`config.mk`:
```
export PLATFORM = sky130hd
export DESIGN_NAME = tile_sequencer_flat
export DESIGN_NICKNAME = d
export VERILOG_FILES = /design/src/rtl/tile_sequencer_if.sv /design/src/rtl/tile_sequencer.sv /design/src/flat_wrapper.sv
export SDC_FILE = /design/constraint.sdc
export NUM_CORES = 1
export LEC_CHECK = 0
export CAP_MARGIN = 30
export CORE_MARGIN = 2
export CORE_UTILIZATION = 41
export DETAILED_ROUTE_END_ITERATION = 8
export PLACE_DENSITY_LB_ADDON = 0.25
export SETUP_SLACK_MARGIN = 0.02
export SYNTH_ARGS = -nofsm -noshare
export SYNTH_HDL_FRONTEND = slang
export SYNTH_SLANG_ARGS = --single-unit
```
`constraint.sdc`:
```
create_clock -name clk -period 4.15 [get_ports clk]
set_input_delay 0.415 -clock clk [delete_from_list [all_inputs] [get_ports clk]]
set_output_delay 0.415 -clock clk [all_outputs]
set_load 0.005 [all_outputs]
```
`src/rtl/tile_sequencer_if.sv`:
```
// Host/core handshake bundle for tile_sequencer; the abort signal exists only under SEQ_ABORT_EN.
// Latency: none (wires only); no backpressure is carried by this bundle.
interface tile_sequencer_if #(
  parameter int ADDR_W = 11
);
  logic                    start;
  logic                    ofifo_valid;
  logic [2*ADDR_W+11:0]    inst;
  logic                    busy;
  logic                    done;
  logic [3:0]              kij_idx;
`ifdef SEQ_ABORT_EN
  logic                    abort;

  modport slave (input start, ofifo_valid, abort, output inst, busy, done, kij_idx);
  modport master (output start, ofifo_valid, abort, input inst, busy, done, kij_idx);
`else
  modport slave (input start, ofifo_valid, output inst, busy, done, kij_idx);
  modport master (output start, ofifo_valid, input inst, busy, done, kij_idx);
`endif
endinterface

```
`src/rtl/tile_sequencer.sv`:
```
// Per-tile core instruction sequencer: per kij loads weights, streams activations, drains OFIFO into pmem.
// All outputs registered (1-cycle); stalls only in WAITO on ofifo_valid. SEQ_ABORT_EN adds an abort input.
module tile_sequencer #(
  parameter int row    = 8,
  parameter int col    = 8,
  parameter int ADDR_W = 11,
  parameter int NACT   = 36,
  parameter int NKIJ   = 9,
  parameter int W_BASE = 128,
  parameter int X_BASE = 0,
  parameter int P_BASE = 0
) (
  input  logic             clk,
  input  logic             reset,
  tile_sequencer_if.slave  bus
);
  localparam int M1    = (col + 1 > NACT + 1) ? col + 1 : NACT + 1;
  localparam int MAXC  = (M1 > row) ? M1 : row;
  localparam int CNT_W = $clog2(MAXC + 1);

  localparam logic [CNT_W-1:0] WL_LAST  = CNT_W'(col);
  localparam logic [CNT_W-1:0] KLD_LAST = CNT_W'(col - 1);
  localparam logic [CNT_W-1:0] GAP_LAST = CNT_W'(row - 1);
  localparam logic [CNT_W-1:0] XL_LAST  = CNT_W'(NACT);
  localparam logic [CNT_W-1:0] ACT_LAST = CNT_W'(NACT - 1);
  localparam logic [3:0]       KIJ_LAST = 4'(NKIJ - 1);

  typedef enum logic [3:0] {
    S_IDLE, S_WL0, S_KLD, S_KGAP, S_XL0, S_EXE, S_WAITO, S_ORD, S_DONE
  } state_t;

  typedef struct packed {
    logic              acc;
    logic              cen_pmem;
    logic              wen_pmem;
    logic [ADDR_W-1:0] a_pmem;
    logic              cen_xmem;
    logic              wen_xmem;
    logic [ADDR_W-1:0] a_xmem;
    logic              ofifo_rd;
    logic              ififo_wr;
    logic              ififo_rd;
    logic              l0_rd;
    logic              l0_wr;
    logic              execute;
    logic              load;
  } inst_t;

  function automatic inst_t idle_inst();
    inst_t t;
    t          = '0;
    t.cen_pmem = 1'b1;
    t.wen_pmem = 1'b1;
    t.cen_xmem = 1'b1;
    t.wen_xmem = 1'b1;
    return t;
  endfunction

  state_t           state, nstate;
  logic [CNT_W-1:0] cnt, ncnt;
  logic [3:0]       kij, nkij;
  inst_t            inst_q, ninst;
  logic             busy_q, done_q;

  always_comb begin
    nstate = state;
    ncnt   = cnt + CNT_W'(1);
    nkij   = kij;
    case (state)
      S_IDLE: begin
        ncnt = '0;
        nkij = '0;
        if (bus.start) nstate = S_WL0;
      end
      S_WL0:  if (cnt == WL_LAST)  begin nstate = S_KLD;  ncnt = '0; end
      S_KLD:  if (cnt == KLD_LAST) begin nstate = S_KGAP; ncnt = '0; end
      S_KGAP: if (cnt == GAP_LAST) begin nstate = S_XL0;  ncnt = '0; end
      S_XL0:  if (cnt == XL_LAST)  begin nstate = S_EXE;  ncnt = '0; end
      S_EXE:  if (cnt == ACT_LAST) begin nstate = S_WAITO; ncnt = '0; end
      S_WAITO: begin
        ncnt = '0;
        if (bus.ofifo_valid) nstate = S_ORD;
      end
      S_ORD: begin
        if (cnt == ACT_LAST) begin
          ncnt = '0;
          if (kij == KIJ_LAST) begin
            nstate = S_DONE;
          end else begin
            nstate = S_WL0;
            nkij   = kij + 4'd1;
          end
        end
      end
      S_DONE: begin
        nstate = S_IDLE;
        ncnt   = '0;
        nkij   = '0;
      end
      default: begin
        nstate = S_IDLE;
        ncnt   = '0;
        nkij   = '0;
      end
    endcase
`ifdef SEQ_ABORT_EN
    // Abort also masks a same-cycle start while idle.
    if (bus.abort) begin
      nstate = S_IDLE;
      ncnt   = '0;
      nkij   = '0;
    end
`endif
  end

  // Instruction is decoded from the next state so it lines up with the registered state.
  always_comb begin
    ninst = idle_inst();
    case (nstate)
      S_WL0: begin
        if (ncnt < WL_LAST) begin
          ninst.cen_xmem = 1'b0;
          ninst.a_xmem   = ADDR_W'(W_BASE) + ADDR_W'(nkij) * ADDR_W'(col) + ADDR_W'(ncnt);
        end
        ninst.l0_wr = (ncnt != '0);
      end
      S_KLD: begin
        ninst.load  = 1'b1;
        ninst.l0_rd = 1'b1;
      end
      S_XL0: begin
        if (ncnt < XL_LAST) begin
          ninst.cen_xmem = 1'b0;
          ninst.a_xmem   = ADDR_W'(X_BASE) + ADDR_W'(ncnt);
        end
        ninst.l0_wr = (ncnt != '0);
      end
      S_EXE: begin
        ninst.execute = 1'b1;
        ninst.l0_rd   = 1'b1;
      end
      S_ORD: begin
        ninst.ofifo_rd = 1'b1;
        ninst.cen_pmem = 1'b0;
        ninst.wen_pmem = 1'b0;
        ninst.a_pmem   = ADDR_W'(P_BASE) + ADDR_W'(ncnt);
        ninst.acc      = (nkij != '0);
      end
      default: ninst = idle_inst();
    endcase
  end

  always_ff @(posedge clk) begin
    if (reset) begin
      state  <= S_IDLE;
      cnt    <= '0;
      kij    <= '0;
      inst_q <= idle_inst();
      busy_q <= 1'b0;
      done_q <= 1'b0;
    end else begin
      state  <= nstate;
      cnt    <= ncnt;
      kij    <= nkij;
      inst_q <= ninst;
      busy_q <= (nstate != S_IDLE);
      done_q <= (nstate == S_DONE);
    end
  end

  assign bus.inst    = inst_q;
  assign bus.busy    = busy_q;
  assign bus.done    = done_q;
  assign bus.kij_idx = kij;
endmodule

```
`src/flat_wrapper.sv`:
```
// flat-port wrapper written by rule: the top's interface ports become plain ports
module tile_sequencer_flat 
#(
  parameter int row    = 8,
  parameter int col    = 8,
  parameter int ADDR_W = 11,
  parameter int NACT   = 36,
  parameter int NKIJ   = 9,
  parameter int W_BASE = 128,
  parameter int X_BASE = 0,
  parameter int P_BASE = 0
)
  (clk, reset, bus_start, bus_ofifo_valid, bus_inst, bus_busy, bus_done, bus_kij_idx);
  tile_sequencer_if #(.ADDR_W(ADDR_W)) bus_i ();
  input  logic clk;
  input  logic reset;
  input wire logic [$bits(bus_i.start)-1:0] bus_start;
  input wire logic [$bits(bus_i.ofifo_valid)-1:0] bus_ofifo_valid;
  output wire logic [$bits(bus_i.inst)-1:0] bus_inst;
  output wire logic [$bits(bus_i.busy)-1:0] bus_busy;
  output wire logic [$bits(bus_i.done)-1:0] bus_done;
  output wire logic [$bits(bus_i.kij_idx)-1:0] bus_kij_idx;
  assign bus_i.start = bus_start;
  assign bus_i.ofifo_valid = bus_ofifo_valid;
  assign bus_inst = bus_i.inst;
  assign bus_busy = bus_i.busy;
  assign bus_done = bus_i.done;
  assign bus_kij_idx = bus_i.kij_idx;
  tile_sequencer #(.row(row), .col(col), .ADDR_W(ADDR_W), .NACT(NACT), .NKIJ(NKIJ), .W_BASE(W_BASE), .X_BASE(X_BASE), .P_BASE(P_BASE)) u_core (.clk(clk), .reset(reset), .bus(bus_i));
endmodule
```
==> results of run 1 <==
cell type report:
type                            instances  area [µm²]  area share, %
Clock buffer                            5        68.8           2.80
Timing Repair Buffer                   35         345           14.1
Multi-Input combinational cell        170        1070           43.7
Inverter                               16        60.1           2.45
Clock inverter                          3        43.8           1.78
Tap cell                               67        83.8           3.41
Sequential cell                        39         781           31.8
per-layer routing:
layer | up-vias | global-route usage (%) | share of wire (%)
li1 | 894 | - | -
met1 | 816 | 25.5 | 47
met2 | 62 | 26.9 | 45
met3 | 6 | 3.66 | 6.7
met4 | 0 | 6.94 | 1.3
met5 | - | 0 | 0
critical path: cells and delay by family (launching register included):
| family | cells | cell delay, ns |
|---|---|---|
| flip-flops | 1 | 0.43 |
| adder cells (fa/ha/maj) | 2 | 0.58 |
| XOR/XNOR | 1 | 0.14 |
| AND/OR/NAND/NOR | 5 | 1.16 |
| AO/OA/AOI/OAI | 3 | 0.68 |
| buffers and inverters | 1 | 0.07 |
kinds of logic (layout without fill, tap and decap cells):
logic type	Yosys count	in the layout	synth area share, %
adder cells (fa/ha/maj)	8	8	5.32
other	2	10	0.371
buffers and inverters	40	59	9.95
AO/OA/AOI/OAI	52	52	18.4
XOR/XNOR	6	6	2.60
flip-flops	39	39	38.6
AND/OR/NAND/NOR	94	94	24.8
Yosys cell counts, types with 3 or more instances:
master | number | share of area (%)
dfxtp_1 | 39 | 39
nor2_1 | 26 | 4.8
inv_1 | 16 | 3.0
buf_4 | 13 | 4.8
a21oi_1 | 11 | 2.7
nand2_1 | 11 | 2.0
nand3_1 | 11 | 2.7
clkbuf_1 | 9 | 1.7
nor3_1 | 9 | 2.2
o21ai_0 | 8 | 2.0
ha_1 | 7 | 4.3
a211oi_1 | 6 | 2.2
and3_1 | 5 | 1.5
nand3b_1 | 5 | 1.9
nand4_1 | 5 | 1.5
nor4_1 | 5 | 1.5
a31oi_1 | 3 | 0.93
o31a_1 | 3 | 1.3
or2_2 | 3 | 0.93
or3_1 | 3 | 0.93
xnor2_1 | 3 | 1.3
xor2_1 | 3 | 1.3
path summary, 6_finish.rpt:
path                                         end                startpoint  depth (start not counted)  slack (ns)
hold / removal          u_core.cnt[0]$_SDFF_PP0_  u_core.cnt[0]$_SDFF_PP0_                          1        0.50
hold reg to reg         u_core.cnt[0]$_SDFF_PP0_  u_core.cnt[0]$_SDFF_PP0_                          1        0.50
setup reg to reg  u_core.bus.inst[13]$_SDFF_PP0_  u_core.cnt[0]$_SDFF_PP0_                         12        0.99
setup / recovery  u_core.bus.inst[13]$_SDFF_PP0_  u_core.cnt[0]$_SDFF_PP0_                         12        0.99
power breakdown:
| part | leakage (nW) | switching [mW] | internal, mW |
|---|---|---|---|
| combinational | 0.581 | 0.0270 | 0.0194 |
| sequential | 0.316 | 0.00454 | 0.379 |
| clock | 0.0581 | 0.133 | 0.179 |
per-stage QoR:
| stage | cell area [µm²] | worst slack [ns] | hold slack [ns] | instances | total power [mW] |
|---|---|---|---|---|---|
| after floorplan | 2050 | 1.14 | 0.449 | 249 | 0.427 |
| after global placement | 2340 | 1.09 | 0.463 | 327 | 0.438 |
| after detailed placement | 2340 | 1.02 | 0.485 | 327 | 0.438 |
| after CTS | 2450 | 0.986 | 0.504 | 335 | 0.752 |
| after global routing | 2450 | 0.713 | 0.558 | 335 | 0.776 |
| final | 2450 | 0.985 | 0.505 | 335 | 0.742 |
layout by cell type (no fill, tap or decap), types with 3 or more instances in the layout:
cell type	count
a211oi_1	6
a21oi_1	11
a31oi_1	3
and3_1	5
clkbuf_8	5
clkdlybuf4s50_1	33
conb_1	10
dfxtp_1	39
ha_1	7
inv_1	16
nand2_1	11
nand3_1	11
nand3b_1	5
nand4_1	5
nor2_1	26
nor3_1	9
nor4_1	5
o21ai_0	8
o31a_1	3
or2_2	3
or3_1	3
xnor2_1	3
xor2_1	3
state kept, by name, indices dropped and copies added (netlist names):
register / cells
u_core.state: 4
u_core.bus.inst: 23
u_core.bus.done: 1
u_core.cnt: 6
u_core.bus.kij_idx: 4
u_core.bus.busy: 1
==> impl_metrics.prom, run 1 <==
# TYPE chip_impl_metric gauge
chip_impl_metric{name="fin_crit_sh",unit="%"} 76.3
chip_impl_metric{name="final_core_util",unit="%"} 51.6
chip_impl_metric{name="antenna_found_initial",unit=""} 0
chip_impl_metric{name="yosysWarningCount",unit=""} 0
chip_impl_metric{name="core-area",unit="mm²"} 0.00475
chip_impl_metric{name="maxSlewViolCount",unit=""} 0
chip_impl_metric{name="timing.max_slew.rel_slack",unit="%"} 58.9
chip_impl_metric{name="drt-wirelength-per-cell",unit="µm"} 13.9
chip_impl_metric{name="final_layout_size_suffix_gt1_share",unit="%"} 6.34
chip_impl_metric{name="grt_max_degree",unit=""} 19
chip_impl_metric{name="path_max_fanout",unit=""} 7
chip_impl_metric{name="cts-htree-levels",unit=""} 2
chip_impl_metric{name="slowest_delay",unit="ns"} 0.43
chip_impl_metric{name="post_cts_resize_count",unit=""} 0
chip_impl_metric{name="ant_nets",unit=""} 0
chip_impl_metric{name="routed_wirelength",unit="µm"} 4670
chip_impl_metric{name="dp_hpwl",unit="µm"} 3450
chip_impl_info{name="rsz0062_at_grt",value="no"} 1
chip_impl_metric{name="crit_required",unit="ns"} 4.33
chip_impl_metric{name="synth-edff-count",unit=""} 0
chip_impl_metric{name="fmax_achieved",unit="GHz"} 0.316
chip_impl_metric{name="async_reset_ff_share",unit="%"} 0
chip_impl_metric{name="port_buffers",unit=""} 33
chip_impl_info{name="dominantRegCellSynth",value="dfxtp_1"} 1
chip_impl_metric{name="p_leak",unit="nW"} 0.955
chip_impl_info{name="root_buffer",value="clkbuf_8"} 1
chip_impl_metric{name="die_w",unit="µm"} 74.3
chip_impl_metric{name="vdd_ir_drop_max",unit="V"} 0.000237
chip_impl_metric{name="seq_area_frac_synth",unit="%"} 38.6
chip_impl_info{name="cp_cell_sequence",value="ha_1 > nor2b_1 > nand2_1 > a32o_1 > nor2_1 > or2_2 > inv_1 > ha_1 > a21o_1 > a21oi_1 > xnor2_1 > nor2_1"} 1
chip_impl_metric{name="p_per_area",unit="mW/mm²"} 302
chip_impl_metric{name="groute.usage.overall",unit="%"} 18.0
chip_impl_metric{name="avgViaCountPerCell",unit=""} 5.31
chip_impl_metric{name="hold_buffer_count_at_cts",unit=""} 0
chip_impl_metric{name="via_count",unit=""} 1778
chip_impl_metric{name="postSynthCellCount",unit=""} 241
chip_impl_metric{name="maxCapViolCount",unit=""} 0
chip_impl_metric{name="global_route.overflow_total",unit=""} 0
chip_impl_metric{name="cts_post_setup_buffers_inserted",unit=""} 0
chip_impl_metric{name="cts_buffers",unit=""} 5
chip_impl_metric{name="diodes",unit=""} 0
chip_impl_info{name="cp_slowest_cell",value="dfxtp_1"} 1
chip_impl_metric{name="first_iter_violations",unit=""} 203
chip_impl_metric{name="setup_tns",unit="ns"} 0
chip_impl_metric{name="area_growth_syn_to_layout",unit="%"} 21.3
chip_impl_metric{name="cts.path.max_buffers",unit=""} 2
chip_impl_metric{name="ioPinCount",unit=""} 44
chip_impl_metric{name="worst_skew_pair.late_latency",unit="ns"} 0.29
chip_impl_metric{name="setup_viol",unit=""} 0
chip_impl_info{name="clock_tree_from_tritoncts",value="yes"} 1
chip_impl_metric{name="first_global_vias",unit=""} 1592
chip_impl_metric{name="die_height",unit="µm"} 74.3
chip_impl_info{name="hold_class",value="reg -> reg"} 1
chip_impl_metric{name="fin_worst_skew",unit="ns"} 0.00326
chip_impl_metric{name="synth-seq-cells",unit=""} 39
chip_impl_metric{name="cts_num_sinks",unit=""} 39
chip_impl_metric{name="final_nets",unit=""} 279
chip_impl_metric{name="detail_route.drc_violations",unit=""} 0
chip_impl_metric{name="period_needed",unit="ns"} 3.16
chip_impl_metric{name="gp_congestion",unit=""} 0.883
chip_impl_metric{name="worstMarginPinSlew",unit="ns"} 0.615
chip_impl_metric{name="grt_first_pass_wirelength",unit="µm"} 7570
chip_impl_metric{name="synth_area",unit="mm²"} 0.00202
chip_impl_info{name="worst-setup-path-type",value="reg -> reg"} 1
chip_impl_metric{name="clk_pin_slew",unit="ns"} 0.08
chip_impl_metric{name="die_area",unit="mm²"} 0.00552
chip_impl_info{name="critical_path.endpoint_type",value="flop"} 1
chip_impl_metric{name="synthDistinctLibCells",unit=""} 52
chip_impl_info{name="critical_path.startpoint_type",value="flop"} 1
chip_impl_metric{name="drt-pass1-iter-count",unit=""} 4
chip_impl_metric{name="placement_rows",unit=""} 25
chip_impl_metric{name="critPathArrivalTime",unit="ns"} 3.34
chip_impl_info{name="outcome",value="completed"} 1
chip_impl_metric{name="synth.avg_cell_area",unit="µm²"} 8.40
chip_impl_metric{name="initial_util",unit="%"} 42.6
chip_impl_metric{name="fillerInstances",unit=""} 464
chip_impl_metric{name="hold_violations",unit=""} 0
(Power assumes the default switching activity.)
==> run 2, diff against run 1 <==
==> constraint.sdc (replaced) <==
create_clock -name clk -period 2.9 [get_ports clk]
set_input_delay 0.29 -clock clk [delete_from_list [all_inputs] [get_ports clk]]
set_output_delay 0.29 -clock clk [all_outputs]
set_load 0.005 [all_outputs]
==> impl_metrics.prom, run 2 (same netlist as run 1, synthesis figures left out) <==
# TYPE chip_impl_metric gauge
chip_impl_metric{name="global_route.usage.met3",unit="%"} 4.20
chip_impl_info{name="rsz0062_at_grt",value="yes"} 1
chip_impl_metric{name="avgViaCountPerCell",unit=""} 5.41
chip_impl_metric{name="fin_crit_sh",unit="%"} 93.7
chip_impl_metric{name="switchingPower",unit="mW"} 0.238
chip_impl_metric{name="cts-htree-levels",unit=""} 2
chip_impl_metric{name="initial_util",unit="%"} 42.6
chip_impl_metric{name="power.share.switching",unit="%"} 24.2
chip_impl_metric{name="p_leak",unit="nW"} 1.02
chip_impl_metric{name="ioPinCount",unit=""} 44
chip_impl_metric{name="grt_first_pass_wirelength",unit="µm"} 8000
chip_impl_metric{name="port_buffers",unit=""} 33
chip_impl_metric{name="crit_required",unit="ns"} 3.11
chip_impl_metric{name="maxCapViolCount",unit=""} 0
chip_impl_metric{name="combinationalPowerShare",unit="%"} 7.8
chip_impl_metric{name="cts.path.max_buffers",unit=""} 2
chip_impl_metric{name="p_per_area",unit="mW/mm²"} 384
chip_impl_metric{name="drt-wirelength-per-cell",unit="µm"} 14.3
chip_impl_metric{name="groute.usage.overall",unit="%"} 18.9
chip_impl_metric{name="drt-pass1-iter-count",unit=""} 5
chip_impl_metric{name="period_needed",unit="ns"} 2.72
chip_impl_metric{name="power.internal",unit="mW"} 0.746
chip_impl_info{name="cp_slowest_cell",value="fa_1"} 1
chip_impl_metric{name="grt_max_degree",unit=""} 18
chip_impl_metric{name="die_w",unit="µm"} 74.3
chip_impl_info{name="outcome",value="completed"} 1
chip_impl_metric{name="final_nets",unit=""} 295
chip_impl_metric{name="setup_tns",unit="ns"} 0
chip_impl_metric{name="dp.cells",unit=""} 340
chip_impl_metric{name="finish.cell_count_without_fillers",unit=""} 351
chip_impl_metric{name="antenna_found_initial",unit=""} 0
chip_impl_metric{name="dpl_cell_area",unit="mm²"} 0.00244
chip_impl_metric{name="vdd_ir_drop_max",unit="V"} 0.000287
chip_impl_metric{name="global_route.overflow_total",unit=""} 0
chip_impl_metric{name="first_global_vias",unit=""} 1645
chip_impl_info{name="layout.cells.most_common_list",value="38 x dfxtp_1, 33 x clkdlybuf4s50_1, 26 x nor2_1, 18 x buf_4, 16 x inv_1"} 1
chip_impl_metric{name="final_layout_size_suffix_gt1_share",unit="%"} 12.7
chip_impl_metric{name="postLayoutSetupSlackWorst",unit="ns"} 0.182
chip_impl_info{name="root_buffer",value="clkbuf_8"} 1
chip_impl_metric{name="cts_buffers",unit=""} 5
chip_impl_metric{name="sequentialPowerShare",unit="%"} 55.6
chip_impl_metric{name="path_max_fanout",unit=""} 7
chip_impl_metric{name="die_area",unit="mm²"} 0.00552
chip_impl_metric{name="hold_violations",unit=""} 0
chip_impl_metric{name="fin_area",unit="mm²"} 0.00256
chip_impl_metric{name="clk_pin_slew",unit="ns"} 0.08
chip_impl_metric{name="first_iter_violations",unit=""} 149
chip_impl_metric{name="globalRouteMet2Util",unit="%"} 27.1
chip_impl_metric{name="placement.setup.worst_slack",unit="ns"} 0.0278
chip_impl_metric{name="routed_wirelength",unit="µm"} 5020
chip_impl_metric{name="maxSlewViolCount",unit=""} 0
chip_impl_metric{name="fmax_achieved",unit="GHz"} 0.368
chip_impl_metric{name="cts_num_sinks",unit=""} 39
chip_impl_info{name="clock_tree_from_tritoncts",value="yes"} 1
chip_impl_metric{name="worst_skew_pair.late_latency",unit="ns"} 0.29
chip_impl_metric{name="dp_hpwl",unit="µm"} 3780
chip_impl_metric{name="flip_flop_count_of_the_largest_register_all_copies_and_words_added",unit=""} 23
chip_impl_metric{name="timing.max_slew.rel_slack",unit="%"} 56.7
chip_impl_metric{name="final_core_util",unit="%"} 53.8
chip_impl_metric{name="die_height",unit="µm"} 74.3
chip_impl_info{name="critical_path.startpoint_type",value="flop"} 1
chip_impl_metric{name="worstMarginPinSlew",unit="ns"} 0.643
chip_impl_info{name="critical_path.endpoint_type",value="flop"} 1
chip_impl_metric{name="diodes",unit=""} 0
chip_impl_info{name="path_common_cell",value="inv_1"} 1
chip_impl_metric{name="area_growth_syn_to_layout",unit="%"} 26.5
chip_impl_metric{name="grt_use_met1",unit="%"} 28.1
chip_impl_metric{name="detail_route.drc_violations",unit=""} 0
chip_impl_metric{name="slowest_delay",unit="ns"} 0.42
chip_impl_metric{name="ant_nets",unit=""} 0
chip_impl_metric{name="power_frac_clock",unit="%"} 36.6
chip_impl_metric{name="fin_worst_skew",unit="ns"} 0.00945
chip_impl_metric{name="critPathArrivalTime",unit="ns"} 2.93
chip_impl_info{name="highest_utilization_routing_layer_at_the_global_route_stage",value="met1"} 1
chip_impl_info{name="hold_class",value="reg -> reg"} 1
chip_impl_info{name="cp_cell_sequence",value="ha_2 > nor2b_4 > and2_2 > buf_4 > nand2_1 > o31a_1 > inv_1 > ha_1 > inv_1 > fa_1 > nor2_1 > nand4_1 > a21oi_1"} 1
chip_impl_metric{name="via_count",unit=""} 1900
chip_impl_metric{name="setup_viol",unit=""} 0
chip_impl_metric{name="core-area",unit="mm²"} 0.00475
chip_impl_metric{name="gp_congestion",unit=""} 0.891
chip_impl_info{name="leading_cell_type_in_the_layout_fill_and_taps_excluded",value="dfxtp_1"} 1
chip_impl_info{name="worst-setup-path-type",value="reg -> reg"} 1
chip_impl_metric{name="placement_rows",unit=""} 25
-- run 2: cell type report --
cell class	count	area, µm²
fill	480	2190
sequential	39	782
inverter	16	60.1
tap	67	83.8
clock inverter	2	12.5
timing repair buffer	51	465
multi-input combinational	170	1080
clock buffer	6	72.6
-- run 2: power groups by stage --
stage,Sequential [mW],Combinational [mW],Clock (mW)
after global placement,0.559,0.0754,0
final,0.547,0.0765,0.360
after global routing,0.548,0.0839,0.389
after floorplan,0.558,0.0526,0
after CTS,0.547,0.0756,0.365
after detailed placement,0.559,0.0750,0
-- run 2: metal layers --
layer	vias up	part of all wire (%)	wire [µm]
li1	927	-	-
met1	884	47	2360
met2	78	45	2240
met3	11	6.3	317
met4	0	2.2	108
met5	-	0	0
-- run 2: critical path: cells and delay by family (launching register included) --
| kind | cells | cell delay [ns] |
|---|---|---|
| DFF | 1 | 0.38 |
| and+or+nand+nor | 5 | 0.64 |
| adders and majority gates | 3 | 0.85 |
| AOI/OAI and AO/OA | 2 | 0.46 |
| buffers and inverters | 3 | 0.30 |
-- run 2: final timing paths --
check,from,to,slack (ns),cells after the start
worst min register to register,u_core.cnt[0]$_SDFF_PP0_,u_core.cnt[0]$_SDFF_PP0_,0.47,1
worst min-delay path,u_core.cnt[0]$_SDFF_PP0_,u_core.cnt[0]$_SDFF_PP0_,0.47,1
worst max register to register,u_core.cnt[0]$_SDFF_PP0_,u_core.bus.inst[11]$_SDFF_PP0_,0.18,13
worst max-delay path,u_core.cnt[0]$_SDFF_PP0_,u_core.bus.inst[11]$_SDFF_PP0_,0.18,13
-- run 2: repair_timing --
action | in CTS | in global routing
buffers inserted | 0 | 3
resized for setup | 1 | 4
endpoints found under the setup margin | 1 | 4
hold buffers | 0 | 0
-- run 2: per-stage QoR --
| stage | total power [mW] | hold WS [ns] |
|---|---|---|
| final | 0.983 | 0.472 |
| after global routing | 1.02 | 0.499 |
| after CTS | 0.987 | 0.504 |
| after detailed placement | 0.634 | 0.482 |
| after global placement | 0.635 | 0.468 |
| after floorplan | 0.611 | 0.449 |
